$ cat src/rtl/l2tlb_dr_arb.sv
// l2tlb_dr_arb: shares the L2-to-directory TLB channel between two L2 TLB
// slices. Requests are round-robin arbitrated into one registered output
// stage; directory snacks are broadcast to both slices and held until each
// slice has accepted its copy.
// Optional: define L2TLB_DR_ARB_STATS_EN to add saturating per-slice grant
// counters (gnt_cnt_0, gnt_cnt_1).
module l2tlb_dr_arb #(
   parameter int REQ_W   = 64,
   parameter int SNACK_W = 64
) (
   input  logic               clk,
   input  logic               reset,
   input  logic               l2t_0todr_req_valid,
   output logic               l2t_0todr_req_retry,
   input  logic [REQ_W-1:0]   l2t_0todr_req,
   input  logic               l2t_1todr_req_valid,
   output logic               l2t_1todr_req_retry,
   input  logic [REQ_W-1:0]   l2t_1todr_req,
   output logic               l2todr_req_valid,
   input  logic               l2todr_req_retry,
   output logic [REQ_W-1:0]   l2todr_req,
   input  logic               drtol2_snack_valid,
   output logic               drtol2_snack_retry,
   input  logic [SNACK_W-1:0] drtol2_snack,
   output logic               drtol2t_0_snack_valid,
   input  logic               drtol2t_0_snack_retry,
   output logic [SNACK_W-1:0] drtol2t_0_snack,
   output logic               drtol2t_1_snack_valid,
   input  logic               drtol2t_1_snack_retry,
   output logic [SNACK_W-1:0] drtol2t_1_snack
`ifdef L2TLB_DR_ARB_STATS_EN
   ,
   output logic [15:0]        gnt_cnt_0,
   output logic [15:0]        gnt_cnt_1
`endif
);

   localparam int NUM_SL = 2;

   typedef enum logic { REQ_EMPTY = 1'b0, REQ_FULL = 1'b1 } req_st_t;
   typedef enum logic { SN_IDLE = 1'b0, SN_BCAST = 1'b1 } sn_st_t;

   // ---------------- request path ----------------
   logic [NUM_SL-1:0]            rv;
   logic [NUM_SL-1:0][REQ_W-1:0] rq;
   logic [NUM_SL-1:0]            rretry;
   req_st_t                      req_st, req_nxt;
   logic                         rr_last;
   logic                         free, gnt, win;
   logic [REQ_W-1:0]             req_q;

   assign rv = {l2t_1todr_req_valid, l2t_0todr_req_valid};
   assign rq = {l2t_1todr_req, l2t_0todr_req};

   // Grant decision: winner is the lone requester, or the slice that did not
   // win last when both request.
   always_comb begin
      req_nxt = req_st;
      gnt     = 1'b0;
      win     = 1'b0;
      free    = (req_st == REQ_EMPTY) || !l2todr_req_retry;
      if (free && (|rv)) begin
         gnt     = 1'b1;
         win     = (&rv) ? ~rr_last : rv[1];
         req_nxt = REQ_FULL;
      end else if (free) begin
         req_nxt = REQ_EMPTY;
      end
   end

   // Per-slice retry: everyone waits while the stage is stuck; a valid
   // requester that lost arbitration also waits.
   for (genvar i = 0; i < NUM_SL; i++) begin : g_rretry
      assign rretry[i] = !free || (gnt && rv[i] && (win != 1'(i)));
   end

   // Request state, output register and round-robin pointer.
   always_ff @(posedge clk) begin
      if (!reset) begin
         req_st  <= REQ_EMPTY;
         req_q   <= '0;
         rr_last <= 1'b1;
      end else begin
         req_st <= req_nxt;
         if (gnt) begin
            req_q   <= rq[win];
            rr_last <= win;
         end
      end
   end

   assign l2t_0todr_req_retry = rretry[0];
   assign l2t_1todr_req_retry = rretry[1];
   assign l2todr_req_valid    = (req_st == REQ_FULL);
   assign l2todr_req          = req_q;

   // ---------------- snack path ----------------
   sn_st_t              sn_st, sn_nxt;
   logic [NUM_SL-1:0]   done, done_nxt;
   logic [NUM_SL-1:0]   sv, sretry, sacc;
   logic [SNACK_W-1:0]  snack_q;
   logic                cmpl, sload;

   assign sretry = {drtol2t_1_snack_retry, drtol2t_0_snack_retry};

   // Each slice sees the snack until it has taken it once.
   for (genvar i = 0; i < NUM_SL; i++) begin : g_slane
      assign sv[i]   = (sn_st == SN_BCAST) && !done[i];
      assign sacc[i] = sv[i] && !sretry[i];
   end

   // Broadcast completes when every slice is done or accepting now; a new
   // snack may be loaded in that same cycle.
   always_comb begin
      sn_nxt   = sn_st;
      done_nxt = done;
      cmpl     = (sn_st == SN_BCAST) && (&(done | sacc));
      sload    = ((sn_st == SN_IDLE) || cmpl) && drtol2_snack_valid;
      if (sload) begin
         sn_nxt   = SN_BCAST;
         done_nxt = '0;
      end else if (cmpl) begin
         sn_nxt   = SN_IDLE;
         done_nxt = '0;
      end else if (sn_st == SN_BCAST) begin
         done_nxt = done | sacc;
      end
   end

   // Snack state, done tracking and payload register.
   always_ff @(posedge clk) begin
      if (!reset) begin
         sn_st   <= SN_IDLE;
         done    <= '0;
         snack_q <= '0;
      end else begin
         sn_st <= sn_nxt;
         done  <= done_nxt;
         if (sload) snack_q <= drtol2_snack;
      end
   end

   assign drtol2_snack_retry    = (sn_st == SN_BCAST) && !cmpl;
   assign drtol2t_0_snack_valid = sv[0];
   assign drtol2t_1_snack_valid = sv[1];
   assign drtol2t_0_snack       = snack_q;
   assign drtol2t_1_snack       = snack_q;

`ifdef L2TLB_DR_ARB_STATS_EN
   logic [NUM_SL-1:0][15:0] gcnt;

   // Saturating grant counters, one per slice.
   always_ff @(posedge clk) begin
      if (!reset) begin
         gcnt <= '0;
      end else if (gnt && (gcnt[win] != 16'hFFFF)) begin
         gcnt[win] <= gcnt[win] + 16'd1;
      end
   end

   assign gnt_cnt_0 = gcnt[0];
   assign gnt_cnt_1 = gcnt[1];
`endif

endmodule

$ cat config.mk
export PLATFORM = sky130hd
export DESIGN_NAME = l2tlb_dr_arb
export DESIGN_NICKNAME = d
export VERILOG_FILES = /design/src/rtl/l2tlb_dr_arb.sv
export SDC_FILE = /design/constraint.sdc
export NUM_CORES = 1
export LEC_CHECK = 0
export BUFFER_PORTS_ARGS = -buffer_cell sky130_fd_sc_hd__buf_4
export CAP_MARGIN = 20
export CORE_AREA = 2 2 153 155
export DETAILED_ROUTE_END_ITERATION = 12
export DIE_AREA = 0 0 155 157
export SLEW_MARGIN = 20
export SYNTH_ARGS = -nofsm -noshare
export SYNTH_HDL_FRONTEND = slang
export SYNTH_SLANG_ARGS = --single-unit
$ cat constraint.sdc
create_clock -name clk -period 1.6 [get_ports clk]
set_input_delay 0.32 -clock clk [delete_from_list [all_inputs] [get_ports clk]]
set_output_delay 0.32 -clock clk [all_outputs]
set_load 0.01 [all_outputs]
==> results.md, run 1 <==
* Maximum VDD drop at slightly above 0.6 mV
* Sequential-to-total area share from yosys stat at 0.3465
* Syn Std Cell Area at around 7700 µm²
* Buffers plus inverters on the worst setup path at 2
* CTS Buffer Depth at 2
* CTS tree: done
* RSZ-0062 raised after global routing: true
* Cells after synthesis at between 900 and 1000
* GP Congestion at about 0.84
* Normalized max-slew margin at 0.5336
* Core Rows at 55
* Clock Skew at roughly 0.0077 ns
* Synth top area share at 0.3465
* Compound-gate portion of the synthesized area at 0.2198
* Initial Util at 0.3415
* Most used DFF post-synth: dfxtp_1
* GR Overflow Total at 0
* Ys Warns at 0
* Crit Path Category: reg2out
* Max Slew Vio Count at 0
* Final min period at ~1.7 ns
* Clk sink count at around 130
* Vias in the first global route at around 7500
* Status: complete, but fails checks
* Worst min path class: in2reg
* Area of the die at about 24000 µm²
* Final cycle utilization of the critical path at 1.039
* Post-layout power at 0.01078 W
* Routed WL at ~28 mm
* Largest family of logic cells by synthesized area: compound AO/OA/AOI/OAI gates
* Initial antenna violation count at 1
* H-tree levels at 4
* Syn Area/Cell at approximately 8.4 µm²
* Reg clk slew, reported paths at 0.07 ns
* Top-count cell post-synth: dfxtp_1
* Crit path largest cell delay at around 0.34 ns
* Leak at approximately 5.5 nW
* Post-synthesis mux area share at 0.08468
* CP top delay family: flip-flops
* Levels on crit path at 4
* Final Net Count at approximately 1400
* Top post-synthesis cells by area: dfxtp_1 (35%), mux2i_1 (8.5%), nand3_1 (8.3%)
* Worst-path fanout max at 4
* First-pass GRT wire length at approximately 43 mm
* CP Cell Sequence: buf_6 > nand2b_4 > a21oi_4 > buf_6
* Die Width at around 160 µm
* TritonRoute pass-1 iters at 5
* Failing checks: setup timing
* Adder-cell share of the synthesized area at 0
* DPL Wire Length at between 15 and 20 mm
* Worst setup SP type: register
* Fillers at around 2200
* Max Clock Freq at around 600 MHz
* CP endpoint kind: output pin
* Clock Latency Late Sink at 0.42 ns
* Hold Fails Final Rpt at 0
* Async S/R FF share, synth at 0
* Cell taking the most area after synthesis: dfxtp_1
* Most numerous cell on the critical path: buf_6
* Yosys reg bits at between 100 and 150
* Final Cell Area at between 10000 and 15000 µm²
* Post-synth EDFFs at 0
* Worst-Margin Slew at 0.6981 ns
* Routed vias/inst at around 5.5
* Num CTS Buffers at 17
* Share of cells above drive strength 1 at 0.3998
* Initial DRC count at 522
* Yosys cell types at 34
* Critical Path RT at about 1.3 ns
* I/O Pins at between 300 and 400
* Vias at approximately 8000
* Fraction of synthesized cell area in xor and xnor cells at 0
* WL per Instance at around 19 µm
* Worst path slowest cell: dfxtp_2
* Synth top cells by count: dfxtp_1 (133), nand3_1 (128), clkbuf_1 (71)
* Final ANT Viol Nets at 0
* Net Count, Synth at roughly 1100
* DRC viols at 0
* Simple-gate portion of the synthesized area at 0.2174
* PD cells at just under 1000 nW/µm²
* Placement Cell Area at 10520 µm²
* Final WS setup at -0.06203 ns
* # setup viols final at 1
* IO buf count at approximately 400
* Maxcap violations at 0
* Tot GR Track Use at 0.2227
* Core area at 22500 µm²
* CP arrival at roughly 1.3 ns
* Root buffer cell: clkbuf_16
* Chip height at about 160 µm
* Path depth of the worst reg2reg path at 4
* Area grow syn2layout at 45.94%
* Hold depth at 3
* Largest net degree at the start of global routing at 100
-- layer usage --
metal,GRT usage,vias up,share of wire
li1,-,3965,-
met1,0.2730,3869,0.40
met2,0.3748,376,0.49
met3,0.05672,32,0.082
met4,0.08818,0,0.026
met5,0,-,0
-- flip-flops by register name, indices dropped and copies added (netlist names) --
| register | count |
|---|---|
| done | 2 |
| drtol2t_0_snack | 64 |
| l2todr_req | 64 |
| l2todr_req_valid | 1 |
| rr_last | 1 |
| sn_st | 1 |
-- through the flow --
step                hold slack, ns  std cells  setup slack [ns]  setup TNS [ns]    util
global placement            0.5067       1451           0.01510               0  0.4674
global route                0.1201       1489          -0.09897        -0.09897  0.4983
detailed placement          0.5046       1451          0.002869               0  0.4674
finish                      0.1382       1489          -0.06203        -0.06203  0.4983
CTS                         0.1143       1485          -0.06768        -0.06768  0.4970
floorplan                   0.4620        913            0.2537               0       -
-- placed cells by master, fill, tap and decap left out, types with 3 or more instances in the layout --
master     count
buf_4        416
dfxtp_1      130
nand3_1      128
mux2i_1       65
a21oi_1       64
o2111ai_1     64
and3_1        64
and3b_1       64
a31oi_1       64
o21ai_0       53
clkbuf_16     17
buf_12        16
o21ai_1       11
inv_6          6
buf_6          4
bufinv_16      3
clkinv_4       3
dfxtp_2        3
-- worst paths after layout --
path | from | end | slack [ns]
hold reg to reg | l2todr_req[41] | l2todr_req[41] | 0.52
setup reg to reg | done[1] | drtol2t_0_snack[61] | 0.13
hold / removal | drtol2_snack[11] | drtol2t_0_snack[11] | 0.14
setup / recovery | done[1] | drtol2_snack_retry | -0.06
-- layout make-up --
type	instances	area (µm²)	share of cell area
multi-input combinational	600	4074	0.3633
clock buffer	17	425.4	0.03794
antenna	1	2.502	0.0002232
sequential	133	2666	0.2378
inverter	2	7.507	0.0006695
tap	285	356.6	0.03180
clock inverter	15	192.7	0.01718
timing repair buffer	436	3488	0.3111
-- power by group --
group | switching (W) | internal [W]
registers | 0.000265 | 0.00363
logic | 0.00130 | 0.00137
clock network | 0.00172 | 0.00250
total | 0.00328 | 0.00750
-- logic make-up (layout without fill, tap and decap cells) --
| kind of cell | count (synthesis) | in the layout |
|---|---|---|
| AO/OA/AOI/OAI | 266 | 266 |
| other | 0 | 1 |
| multiplexers | 65 | 65 |
| flip-flops | 133 | 133 |
| buffers and inverters | 180 | 470 |
| AND/OR/NAND/NOR | 269 | 269 |
-- worst register-to-register path, delay by kind of cell, from the launching register on --
| kind | cells | cell delay (ns) |
|---|---|---|
| AOI/OAI and AO/OA | 1 | 0.15 |
| and+or+nand+nor | 2 | 0.66 |
| DFF | 1 | 0.34 |
| buffers and inverters | 1 | 0.28 |
-- timing repair --
action,4_1_cts,5_1_grt
hold buffers,0,0
gates resized for setup,8,2
pin swaps,2,1
endpoints found under the setup margin,3,3
buffers inserted,2,3
Note: power is estimated with default switching activity, not from simulation.
==> inputs of run 2 (changes only) <==
Settings changed: ABC_AREA from default to 1, CAP_MARGIN 20 to 10, CORE_AREA 2 2 153 155 to 10 10 148 150, DIE_AREA 0 0 155 157 to 0 0 158 160, PLACE_DENSITY from default to 0.68.
==> run 2 against run 1 <==
Effect of this change:
- the flow now finishes without violations
- register-to-register slack gained 0.05 ns
- sequential cell count is the same
- sequential share of layout area increased by 2.1 points
- fmax up 7.4%
- clock power rose by 2%
- total power is 0.56% lower
- combinational power down 4%
- largest power group unchanged
==> results.md, run 2 <==
* Status: finished, final reports clean
* Max Slew Vio Count at 0
* Worst-path fanout max at 5
* Internal Power at between 0.007 and 0.008 W
* # setup viols final at 0
* TritonRoute pass-1 iters at 4
* Final Net Count at approximately 1600
* Combinational share of power at 0.238
* Crit Path Category: reg2out
* CP endpoint kind: output pin
* DPL Wire Length at 19.50 mm
* Maximum VDD drop at 0.6455 mV
* RSZ-0062 raised after global routing: true
* Cells after synthesis at between 1000 and 1500
* Final cycle utilization of the critical path at 0.9672
* Clock Latency Late Sink at around 0.41 ns
* Sequential-to-total area share from yosys stat at 0.3902
* Tot GR Track Use at 0.1855
* WL per Instance at roughly 15 µm
* Initial Util at 0.3576
* Final ANT Viol Nets at 0
* Hold Slack at 0.2137 ns
* Syn Area/Cell at about 6.4 µm²
* Path depth of the worst reg2reg path at 9
* Yosys cell types at 14
* H-tree levels at 4
* Num CTS Buffers at 17
* Dpl ws at roughly 0.09 ns
* Core area at between 15000 and 20000 µm²
* Post-layout power at around 0.011 W
* CTS Buffer Depth at 2
* I/O Pins at 398
* Syn Std Cell Area at ~7000 µm²
* Final Cell Area at between 10000 and 15000 µm²
* P_sw at 0.002960 W
* Final min period at between 1.5 and 2 ns
* DRC viols at 0
* Initial antenna violation count at 0
* Routed WL at between 20 and 25 mm
* Clock power share at 0.402
* Normalized max-slew margin at 0.7161
* Root buffer cell: clkbuf_16
* Placement Cell Area at 9622 µm²
* GP Congestion at 0.8429
* Net Count, Synth at around 1300
* Hold depth at 5
* Cell taking the most area after synthesis: dfxtp_1
* Share of cells above drive strength 1 at 0.3331
* Top-count cell post-synth: nand2_1
* Maxcap violations at 0
* Max Clock Freq at ~650 MHz
* First-pass GRT wire length at ~37 mm
* Commonest non-fill, non-tap cell in the layout: buf_4
* Worst-Margin Slew at around 0.43 ns
* GR Overflow Total at 0
* CTS tree: done
* Net Sw Frac at 0.2761
* Sequential power share at 0.360
* Hold Fails Final Rpt at 0
* Initial DRC count at ~320
* Critical Path RT at 1.28 ns
* Clock Skew at between 0.01 and 0.015 ns
* PD cells at between 1000 and 1500 nW/µm²
* Final WS setup at 0.05249 ns
* Worst setup SP type: register
* CP arrival at 1.23 ns
* Core Rows at 51
* Area of the die at 25280 µm²
* Synth top cells by count: nand2_1 (267), inv_1 (203), dfxtp_1 (133)
* Routed vias/inst at 4.441
* Area grow syn2layout at 51.05%
* Ys Warns at 0
* Largest net degree at the start of global routing at 73
* Most used DFF post-synth: dfxtp_1
* Synth top area share at 0.3902
* Reg clk slew, reported paths at ~0.060 ns
* Async S/R FF share, synth at 0
* Vias at between 7000 and 8000
* Vias in the first global route at slightly below 7000
* Chip height at 160 µm
* Top post-synthesis cells by area: dfxtp_1 (39%), nand2_1 (15%), inv_1 (11%)
* Final Util at 0.5402
* Inserted Diodes at 0
* Leak at approximately 6.0 nW
* Yosys reg bits at between 100 and 150
* Clk sink count at 133
* Commonest non-fill, non-tap cells in the layout: buf_4 (408), nand2_1 (262), inv_1 (201)
* IO buf count at between 300 and 400
* Post-synth EDFFs at 0
* Die Width at between 150 and 200 µm
* Fillers at ~1900
* Worst min path class: in2reg
-- run 2: cell count changes after synthesis, sizes merged, moves of 65 or more --
| cell | delta |
|---|---|
| inv | +201 |
| nand2 | +266 |
| nor2 | +65 |
| mux2i | -65 |
| a21oi | +66 |
-- run 2: kinds of logic after synthesis --
| group | Yosys count | share of synthesized area |
|---|---|---|
| simple gates | 403 | 0.2344 |
| buf+inv | 337 | 0.2303 |
| compound gates | 197 | 0.1451 |
| flops | 133 | 0.3902 |
-- run 2: power groups by stage --
stage	clock [W]	sequential, W	combinational, W
final	0.00431	0.00386	0.00255
after global routing	0.00458	0.00390	0.00283
after CTS	0.00443	0.00386	0.00258
after detailed placement	0	0.00392	0.00257
after global placement	0	0.00392	0.00254
after floorplan	0	0.00402	0.00119
-- run 2: repair_timing --
action	4_1_cts	5_1_grt
hold buffers	0	0
setup endpoints to repair	2	3
pin swaps	1	4
gates resized for setup	4	5
setup buffers	1	1
-- run 2: area by class of cell --
cell class / instances / area [µm²] / share of cell area
inverter: 203 / 762.0 / 0.07393
timing repair buffer: 421 / 3314 / 0.3216
clock inverter: 11 / 200.2 / 0.01942
tap: 238 / 297.8 / 0.02889
sequential: 133 / 2665 / 0.2586
multi-input combinational: 600 / 2614 / 0.2536
clock buffer: 19 / 452.9 / 0.04395
-- run 2: path summary, 6_finish.rpt --
path                                       endpoint              from  slack, ns
worst max register to register  drtol2t_0_snack[38]             sn_st       0.18
worst min-delay path            drtol2t_0_snack[46]  drtol2_snack[46]       0.21
worst min register to register              rr_last           rr_last       0.48
worst max-delay path            l2t_1todr_req_retry           rr_last       0.05
-- run 2: metal layers --
layer	part of all wire	track usage
met2	0.49	0.3181
met3	0.12	0.09374
met4	0.0084	0.04044
met1	0.39	0.1993
met5	0	0
-- run 2: critical path, stage by stage (launching register included) --
cell     delay [ns]
dfxtp_2        0.33
a21oi_4        0.21
o21ai_1        0.11
buf_4          0.17
-- run 2: metrics by stage --
| stage | TNS (ns) | instances |
|---|---|---|
| 3_3_place_gp | 0 | 1593 |
| 2_1_floorplan | 0 | 1070 |
| 3_5_place_dp | 0 | 1593 |
| 5_1_grt | -0.08642 | 1625 |
| 4_1_cts | 0 | 1624 |
| 6_report | 0 | 1625 |
